[config.mk]
export PLATFORM = sky130hd
export DESIGN_NAME = instr_sequencer
export DESIGN_NICKNAME = d
export VERILOG_FILES = /design/src/rtl/instr_sequencer_pkg.sv /design/src/rtl/instr_sequencer_pc_next_sel.sv /design/src/rtl/instr_sequencer.sv
export SDC_FILE = /design/constraint.sdc
export NUM_CORES = 1
export LEC_CHECK = 0
export ABC_AREA = 1
export CAP_MARGIN = 0
export CORE_AREA = 2 2 78 80
export DETAILED_ROUTE_END_ITERATION = 12
export DIE_AREA = 0 0 80 82
export GPL_ROUTABILITY_DRIVEN = 0
export PLACE_DENSITY_LB_ADDON = 0.08
export SLEW_MARGIN = 40
export SYNTH_ARGS = -nofsm -noshare
export SYNTH_HDL_FRONTEND = slang
export SYNTH_SLANG_ARGS = --single-unit
[constraint.sdc]
create_clock -name Clk -period 3.2 [get_ports Clk]
set_input_delay 0.64 -clock Clk [delete_from_list [all_inputs] [get_ports Clk]]
set_output_delay 0.64 -clock Clk [all_outputs]
set_load 0.005 [all_outputs]
[src/rtl/instr_sequencer_pkg.sv]
// Shared types for the fetch/execute sequencer: FSM states, next-PC selector
// codes and the reserved HALT instruction encoding.
package instr_sequencer_pkg;

    typedef enum logic [2:0] {
        IDLE  = 3'd0,
        FETCH = 3'd1,
        EXEC  = 3'd2,
        MEM   = 3'd3,
        HALT  = 3'd4
    } seq_state_t;

    typedef enum logic [1:0] {
        PC_HOLD   = 2'd0,
        PC_INC    = 2'd1,
        PC_TARGET = 2'd2
    } pc_sel_t;

    localparam logic [8:0] HALT_INSTR = 9'h1FF;

endpackage

[src/rtl/instr_sequencer_pc_next_sel.sv]
// Combinational next-PC mux: hold, increment (wrapping) or jump/branch target.
module pc_next_sel
    import instr_sequencer_pkg::*;
#(
    parameter int PC_W = 10
) (
    input  logic [PC_W-1:0] i_pc,
    input  logic [PC_W-1:0] i_target,
    input  pc_sel_t         i_sel,
    output logic [PC_W-1:0] o_pc_next
);

    always_comb begin
        o_pc_next = i_pc;
        case (i_sel)
            PC_INC:    o_pc_next = i_pc + PC_W'(1);
            PC_TARGET: o_pc_next = i_target;
            default:   o_pc_next = i_pc;
        endcase
    end

endmodule

[src/rtl/instr_sequencer.sv]
// Multi-cycle fetch/execute sequencer: owns PC and IR, walks FETCH -> EXEC -> MEM,
// and gates register-file writes and data-memory requests.
module instr_sequencer
    import instr_sequencer_pkg::*;
#(
    parameter int PC_W    = 10,
    parameter int MEM_TMO = 15,
    parameter int CNT_W   = 16
) (
    input  logic              Clk,
    input  logic              Reset,
    input  logic              Start,
    input  logic [PC_W-1:0]   StartAddr,
    input  logic [8:0]        InstrIn,
    input  logic              Jump,
    input  logic              BranchEn,
    input  logic              BranchTaken,
    input  logic [PC_W-1:0]   Target,
    input  logic              IsMem,
    input  logic              IsLoad,
    input  logic              MemReady,
    output logic [PC_W-1:0]   PC,
    output logic [8:0]        IR,
    output logic              RegWrEn,
    output logic              MemReq,
    output logic              Busy,
    output logic              Done,
    output logic              MemErr,
    output logic [CNT_W-1:0]  RetireCnt
);

    localparam int TMO_W = $clog2(MEM_TMO + 1);
    localparam logic [TMO_W-1:0] TMO_LAST = TMO_W'(MEM_TMO - 1);

    seq_state_t        r_state;
    seq_state_t        w_next_state;
    logic [PC_W-1:0]   r_pc;
    logic [8:0]        r_ir;
    logic              r_mem_err;
    logic [CNT_W-1:0]  r_retire_cnt;
    logic [TMO_W-1:0]  r_tmo;

    logic              w_start;
    logic              w_retire;
    logic              w_wr_en;
    logic              w_tmo_hit;
    pc_sel_t           w_pc_sel;
    logic [PC_W-1:0]   w_pc_next;

    assign w_start = Start && (r_state == IDLE || r_state == HALT);

    pc_next_sel #(.PC_W(PC_W)) u_pc_next_sel (
        .i_pc      (r_pc),
        .i_target  (Target),
        .i_sel     (w_pc_sel),
        .o_pc_next (w_pc_next)
    );

    always_ff @(posedge Clk) begin
        if (Reset) begin
            r_state      <= IDLE;
            r_pc         <= '0;
            r_ir         <= '0;
            r_mem_err    <= 1'b0;
            r_retire_cnt <= '0;
            r_tmo        <= '0;
        end else begin
            r_state <= w_next_state;
            if (w_start) begin
                r_pc         <= StartAddr;
                r_retire_cnt <= '0;
                r_mem_err    <= 1'b0;
            end else begin
                r_pc <= w_pc_next;
                if (w_retire && r_retire_cnt != {CNT_W{1'b1}})
                    r_retire_cnt <= r_retire_cnt + CNT_W'(1);
                if (w_tmo_hit)
                    r_mem_err <= 1'b1;
            end
            if (r_state == FETCH)
                r_ir <= InstrIn;
            // Counts consecutive MEM cycles without MemReady; clears on any other state.
            if (r_state == MEM && !MemReady)
                r_tmo <= r_tmo + TMO_W'(1);
            else
                r_tmo <= '0;
        end
    end

    always_comb begin
        w_next_state = r_state;
        w_pc_sel     = PC_HOLD;
        w_retire     = 1'b0;
        w_wr_en      = 1'b0;
        w_tmo_hit    = 1'b0;
        case (r_state)
            IDLE, HALT: begin
                if (Start) w_next_state = FETCH;
            end
            FETCH: w_next_state = EXEC;
            EXEC: begin
                if (r_ir == HALT_INSTR) begin
                    w_next_state = HALT;
                end else if (IsMem) begin
                    w_next_state = MEM;
                end else begin
                    w_next_state = FETCH;
                    w_retire     = 1'b1;
                    w_wr_en      = !(Jump || BranchEn);
                    if (Jump || (BranchEn && BranchTaken))
                        w_pc_sel = PC_TARGET;
                    else
                        w_pc_sel = PC_INC;
                end
            end
            MEM: begin
                // A late MemReady on the timeout cycle still counts as success.
                if (MemReady) begin
                    w_next_state = FETCH;
                    w_retire     = 1'b1;
                    w_wr_en      = IsLoad;
                    w_pc_sel     = PC_INC;
                end else if (r_tmo == TMO_LAST) begin
                    w_next_state = FETCH;
                    w_retire     = 1'b1;
                    w_tmo_hit    = 1'b1;
                    w_pc_sel     = PC_INC;
                end
            end
            default: w_next_state = IDLE;
        endcase
    end

    always_comb begin
        RegWrEn = w_wr_en && !Reset;
        MemReq  = (r_state == MEM);
        Busy    = (r_state != IDLE) && (r_state != HALT);
        Done    = (r_state == HALT);
    end

    assign PC        = r_pc;
    assign IR        = r_ir;
    assign MemErr    = r_mem_err;
    assign RetireCnt = r_retire_cnt;

endmodule

# --- Yosys cells after proc, flatten, opt, wreduce, memory -nomap -nowiden ---
# Cells that the tools add are included.
totals:
  ff_bits: 43
  input_bits: 38
  out_inout_bits: 40
  elab_cells: 66
classes:
  addsub: 3
  n_eq_ne: 12
  mux: 25
  bitwise: 1
  reduce_logical: 19
op_table:
  columns: ["operator", "n"]
  rows:
  - ["10-bit case mux with 2 select lines", 1]
  - ["16-bit by 1-bit adder with 16-bit output (second input constant)", 1]
  - ["16-bit inequality test (second input constant)", 1]
  - ["3-bit two-way mux", 4]
  - ["3-bit case mux with 4 select lines", 1]
  - ["1-bit two-way mux", 11]
  - ["10-bit by 1-bit adder with 10-bit output (second input constant)", 1]
  - ["10-bit two-way mux", 1]
  - ["9-bit equality test (second input constant)", 1]
  - ["2-bit two-way mux", 4]
  - ["3-bit by 2-bit equality test with 1-bit output (second input constant)", 2]
  - ["1-bit logical AND", 6]
  - ["3-bit nonzero test", 2]
  - ["2-bit OR reduction", 3]
  - ["4-bit by 1-bit adder with 4-bit output (second input constant)", 1]
  - ["4-bit equality test (second input constant)", 1]
  - ["1-bit case mux with 2 select lines", 2]
  - ["2-bit case mux with 2 select lines", 1]
  - ["3-bit by 1-bit equality test with 1-bit output (second input constant)", 1]
  - ["3-bit equality test (second input constant)", 1]
  - ["1-bit zero test", 3]
  - ["3-bit zero test", 1]
  - ["1-bit logical OR", 3]
  - ["3-bit by 2-bit inequality test with 1-bit output (second input constant)", 1]
  - ["other kinds (6)", 6]

# --- Logic depth before layout (Yosys ltp) ---
depth:
  word_depth: 9
  depth_mapped: 11
  depth_no_buf: 10

# --- By module ---
# A second synthesis with hierarchy kept.
hier_totals:
  cells_unflattened: 383
  area_unflattened_um2: 2529.9
by_module_without_submodules:
  columns: ["module", "n_inst", "cells_each", "area_each_um2", "seq_area_each_um2"]
  rows:
  - ["instr_sequencer", 1, 301, 2122.0, 860.8]
  - ["pc_next_sel", 1, 82, 407.9, 0.0]

# --- Worst setup path after synthesis ---
# OpenSTA, ideal clock, no wires.
synth_path:
  kind: "input to output"
  startpoint: "input port IsMem"
  endpoint: "output port RegWrEn"
  arrival_ns: 1.237
  required_ns: 2.560
  slack_ns: 1.323
  cell_stages: 4
  path_buffers: 0
  path_cell_list: "inv_1 > nand3_2 > or3_1 > a21oi_1"
synth_via:
  elab_chain_len: 4
synth_rtl:
  columns: ["element", "line", "text"]
  rows:
  - ["start, declared", "instr_sequencer.sv:19", "input logic IsMem,"]
  - ["1-bit two-way mux", "instr_sequencer.sv:104", "end else if (IsMem) begin"]
  - ["1-bit two-way mux", "instr_sequencer.sv:102", "if (r_ir == HALT_INSTR) begin"]
  - ["1-bit case mux with 2 select lines", "instr_sequencer.sv:96", "case (r_state)"]
  - ["1-bit logical AND", "instr_sequencer.sv:135", "RegWrEn = w_wr_en && !Reset;"]
  - ["end, declared", "instr_sequencer.sv:24", "output logic RegWrEn,"]
# No other way between the ends.

# --- Worst setup path in the final report ---
layout_path:
  startpoint: "register r_state[2]"
  endpoint: "output port RegWrEn"
layout_via:
  elab_chain_len: 3
  elab_cells_between_ends: 4
  classes_between: "2 x eq/ne; 1 x mux; 1 x reduce/logical"
layout_rtl:
  columns: ["element", "line", "text"]
  rows:
  - ["start, declared", "instr_sequencer.sv:35", "seq_state_t r_state;"]
  - ["start signal, assigned", "instr_sequencer.sv:68", "r_state <= w_next_state;"]
  - ["3-bit by 2-bit equality test with 1-bit output", "instr_sequencer.sv:96", null]
  - ["1-bit case mux with 2 select lines (*)", "instr_sequencer.sv:96", null]
  - ["1-bit logical AND (*)", "instr_sequencer.sv:135", null]
# Every way passes the cells marked *; elsewhere a longest branch is shown, timed or not.

==> flow_summary.yaml <==
clocking:
  post_cts_resized: 0
  clk_latency_ps: 300
  cts_root_buffer: "clkbuf_8"
  post-cts-setup-buffers: 0
  clockBufferDepth: 2
  cts_tree: "yes"
  cts.clk_slew.worst_paths_ps: 80
  cts_hold_buf: 0
  cts_htree_levels: 2
  clkSinkCount: 43
  cts_made_buffers: 5
sta:
  relSlewSlack: 0.653
  rsz0062_at_grt: "no"
  max_freq_mhz: 331
  setup_violations: 0
  setup_ws_ps: 177
  drv_slew: 0
  fin_crit_sh: 0.945
  tightestPinTransition_ps: 520
  hold_violations: 0
  hold_ws_ps: 476
  finalCriticalPeriod_ps: 3020
  finClkSkew_ps: 11.6
  tns_ps: 0
worst_setup_path:
  cp_cell_sequence: "inv_1 > nand2_2 > nor2_4 > nand3_2 > or3_1 > a21oi_1 > clkdlybuf4s50_1"
  slowest_stage: "clkdlybuf4s50_1"
  worstPathMaxFanout: 11
  cp-startpoint: "r_state[2]$_SDFFE_PP0P_"
  critPathMaxStageDelay_ps: 510
  critPathKind: "reg2out"
  rrSetupSlack_ps: 1150
  endpoint: "RegWrEn"
  rr_endpoint: "PC[8]$_SDFFE_PP0P_"
  ff2ff_path_depth: 7
  cp.depth: 7
  worst-path-buf-inv: 2
  critPathRequiredTime_ps: 2560
  crit_path_end_kind: "output pin"
  startpoint_type: "flip-flop"
  arrival_ps: 2380
  crit_family: "simple AND/OR/NAND/NOR gates"
  r2r_start: "r_state[2]$_SDFFE_PP0P_"
detailed_routing:
  vias_per_cell: 4.86
  drc: 0
  drt_iter0_markers: 112
  routed_wl_um: 6440
  drtAntennaViolNets: 0
  dr.pass1.iters: 4
  wire_per_inst_um: 12.3
  vias: 2549
synthesis:
  synth_seq_cells: 43
  synth_top_area_cell: "dfxtp_1"
  ys_seq_area_frac: 0.342
  synth_top_cell_area_share: 0.342
  synth_warnings: 0
  syn_avg_cell_area_um2: 6.74
  syn_area_um2: 2510
  ys_types: 34
  synth_nets: 415
  synth_top_cells_by_area: "dfxtp_1 (34%), nand2_1 (14%), nand3_1 (7.2%)"
  synth_cells: 373
finish:
  fill_cells: 550
  fin_nets: 491
  antenna_cells: 0
  final_util: 0.598
  syn2layout_area_growth_pct: 36.6
  instances_no_fill: 525
  drive_above_1_share: 0.0689
placement:
  dp_slack_ps: 300
  portBuffers: 77
  dp_hpwl_um: 4720
  dp.cells: 517
floorplanning:
  die_h_um: 82
  rows: 28
  core_um2: 5750
  die_width_um: 80
  pin_count: 78
  start_util: 0.438
  dieArea_um2: 6560
global_routing:
  grt_overflow: 0
  grt_pass1_wl_um: 10800
  grt_pass1_vias: 2488
  antenna_found_initial: 0
  track_usage: 0.205
  grt_max_degree: 19
pwr:
  power_density_nw_per_um2: 422
  p_leak_nw: 1.35
  ir_worst_vdd_mv: 0.213
status:
  status: "complete, no violations"
hold_path:
  worstHoldPathType: "reg2reg"
job:
  max_cap_viol_count: 0
==> layout by cell type (no fill, tap or decap), drive strengths merged <==
cell,netlist,routed
nor2,31,31
or3,1,1
or2,5,5
dfxtp,43,43
a31oi,2,2
o21ai,13,13
clkbuf,5,8
o21a,1,1
nor3,7,7
ha,4,4
inv,48,48
nor3b,1,1
a21oi,34,34
nand4,10,10
nand3,39,39
xor2,13,13
nand2,101,101
nand3b,1,1
buf,5,2
o211ai,3,3
xnor2,6,6
clkdlybuf4s50,0,77
==> power breakdown <==
part	internal [mW]	switching [mW]	leakage, nW
Combinational	0.211	0.215	0.951
Clock	0.197	0.186	0.0515
Sequential	0.582	0.0583	0.350
==> Yosys cell counts <==
cell type and n:
nand3b_1 1, nor2_4 2, buf_8 1, xnor2_1 6, nor2_2 1, nand2_2 3, nor2_1 28, nand3_1 36
nand4_1 10, or2_2 4, a31oi_1 2, nand3_2 3, o21ai_0 12, nor3_1 6, buf_2 3, nor3_2 1
o21ai_2 1, o211ai_1 3, inv_1 45, xor2_1 13, clkbuf_1 5, a21oi_2 2, nand2_4 1, ha_1 4
o21a_1 1, nor3b_4 1, a21oi_1 32, buf_6 1, inv_2 2, nand2_1 97, inv_4 1, or3_1 1
or2_1 1, dfxtp_1 43
==> per-layer routing <==
layer	vias up	track usage	wire [µm]
li1	1351	-	-
met1	1115	0.250	2790
met2	72	0.364	3170
met3	11	0.0330	364
met4	0	0.0729	119
met5	-	0	0
==> state kept, by name, indices dropped and copies added, names as in the netlist <==
name / flops
IR: 9
MemErr: 1
PC: 10
RetireCnt: 16
r_state: 3
r_tmo: 4
==> final cells by class <==
type                            instances  area, µm²  area share
Multi-Input combinational cell        272       1410       0.411
Inverter                               48        183      0.0532
Timing Repair Buffer                   79        786       0.229
Sequential cell                        43        861       0.251
Tap cell                               75       93.8      0.0273
Clock buffer                            8        100      0.0292
==> stage by stage <==
| step | power, mW | cell area [µm²] |
|---|---|---|
| 2_1_floorplan | 0.891 | 2510 |
| 3_3_place_gp | 1.07 | 3330 |
| 3_5_place_dp | 1.08 | 3330 |
| 4_1_cts | 1.47 | 3430 |
| 5_1_grt | 1.54 | 3430 |
| 6_report | 1.45 | 3430 |
==> how the worst min path moves through the flow <==
| stage | slack (ps) | from | end | cells after the start |
|---|---|---|---|---|
| after global placement | 450 | r_tmo[0]$_SDFF_PP0_ | r_tmo[0]$_SDFF_PP0_ | 1 |
| after CTS | 480 | IR[8]$_SDFFE_PP0P_ | IR[8]$_SDFFE_PP0P_ | 2 |
| after global routing | 500 | IR[8]$_SDFFE_PP0P_ | IR[8]$_SDFFE_PP0P_ | 2 |
| after floorplan | 430 | r_tmo[0]$_SDFF_PP0_ | r_tmo[0]$_SDFF_PP0_ | 1 |
| after detailed placement | 470 | IR[8]$_SDFFE_PP0P_ | IR[8]$_SDFFE_PP0P_ | 2 |
| final | 480 | IR[8]$_SDFFE_PP0P_ | IR[8]$_SDFFE_PP0P_ | 2 |
==> worst register-to-register path: cells and delay by family (launching register included) <==
family / cells / cell delay [ps]
simple gates: 5 / 1310
flops: 1 / 320
compound gates: 1 / 60
buf+inv: 1 / 270
==> cells by family (layout without fill, tap and decap cells) <==
| group | Yosys count | in the layout | synth area share |
|---|---|---|---|
| AO/OA/AOI/OAI | 53 | 53 | 0.115 |
| XOR/XNOR | 19 | 19 | 0.0662 |
| adder cells (fa/ha/maj) | 4 | 4 | 0.0199 |
| buffers and inverters | 58 | 135 | 0.0966 |
| flip-flops | 43 | 43 | 0.342 |
| AND/OR/NAND/NOR | 196 | 196 | 0.360 |
(Power assumes the default switching activity.)
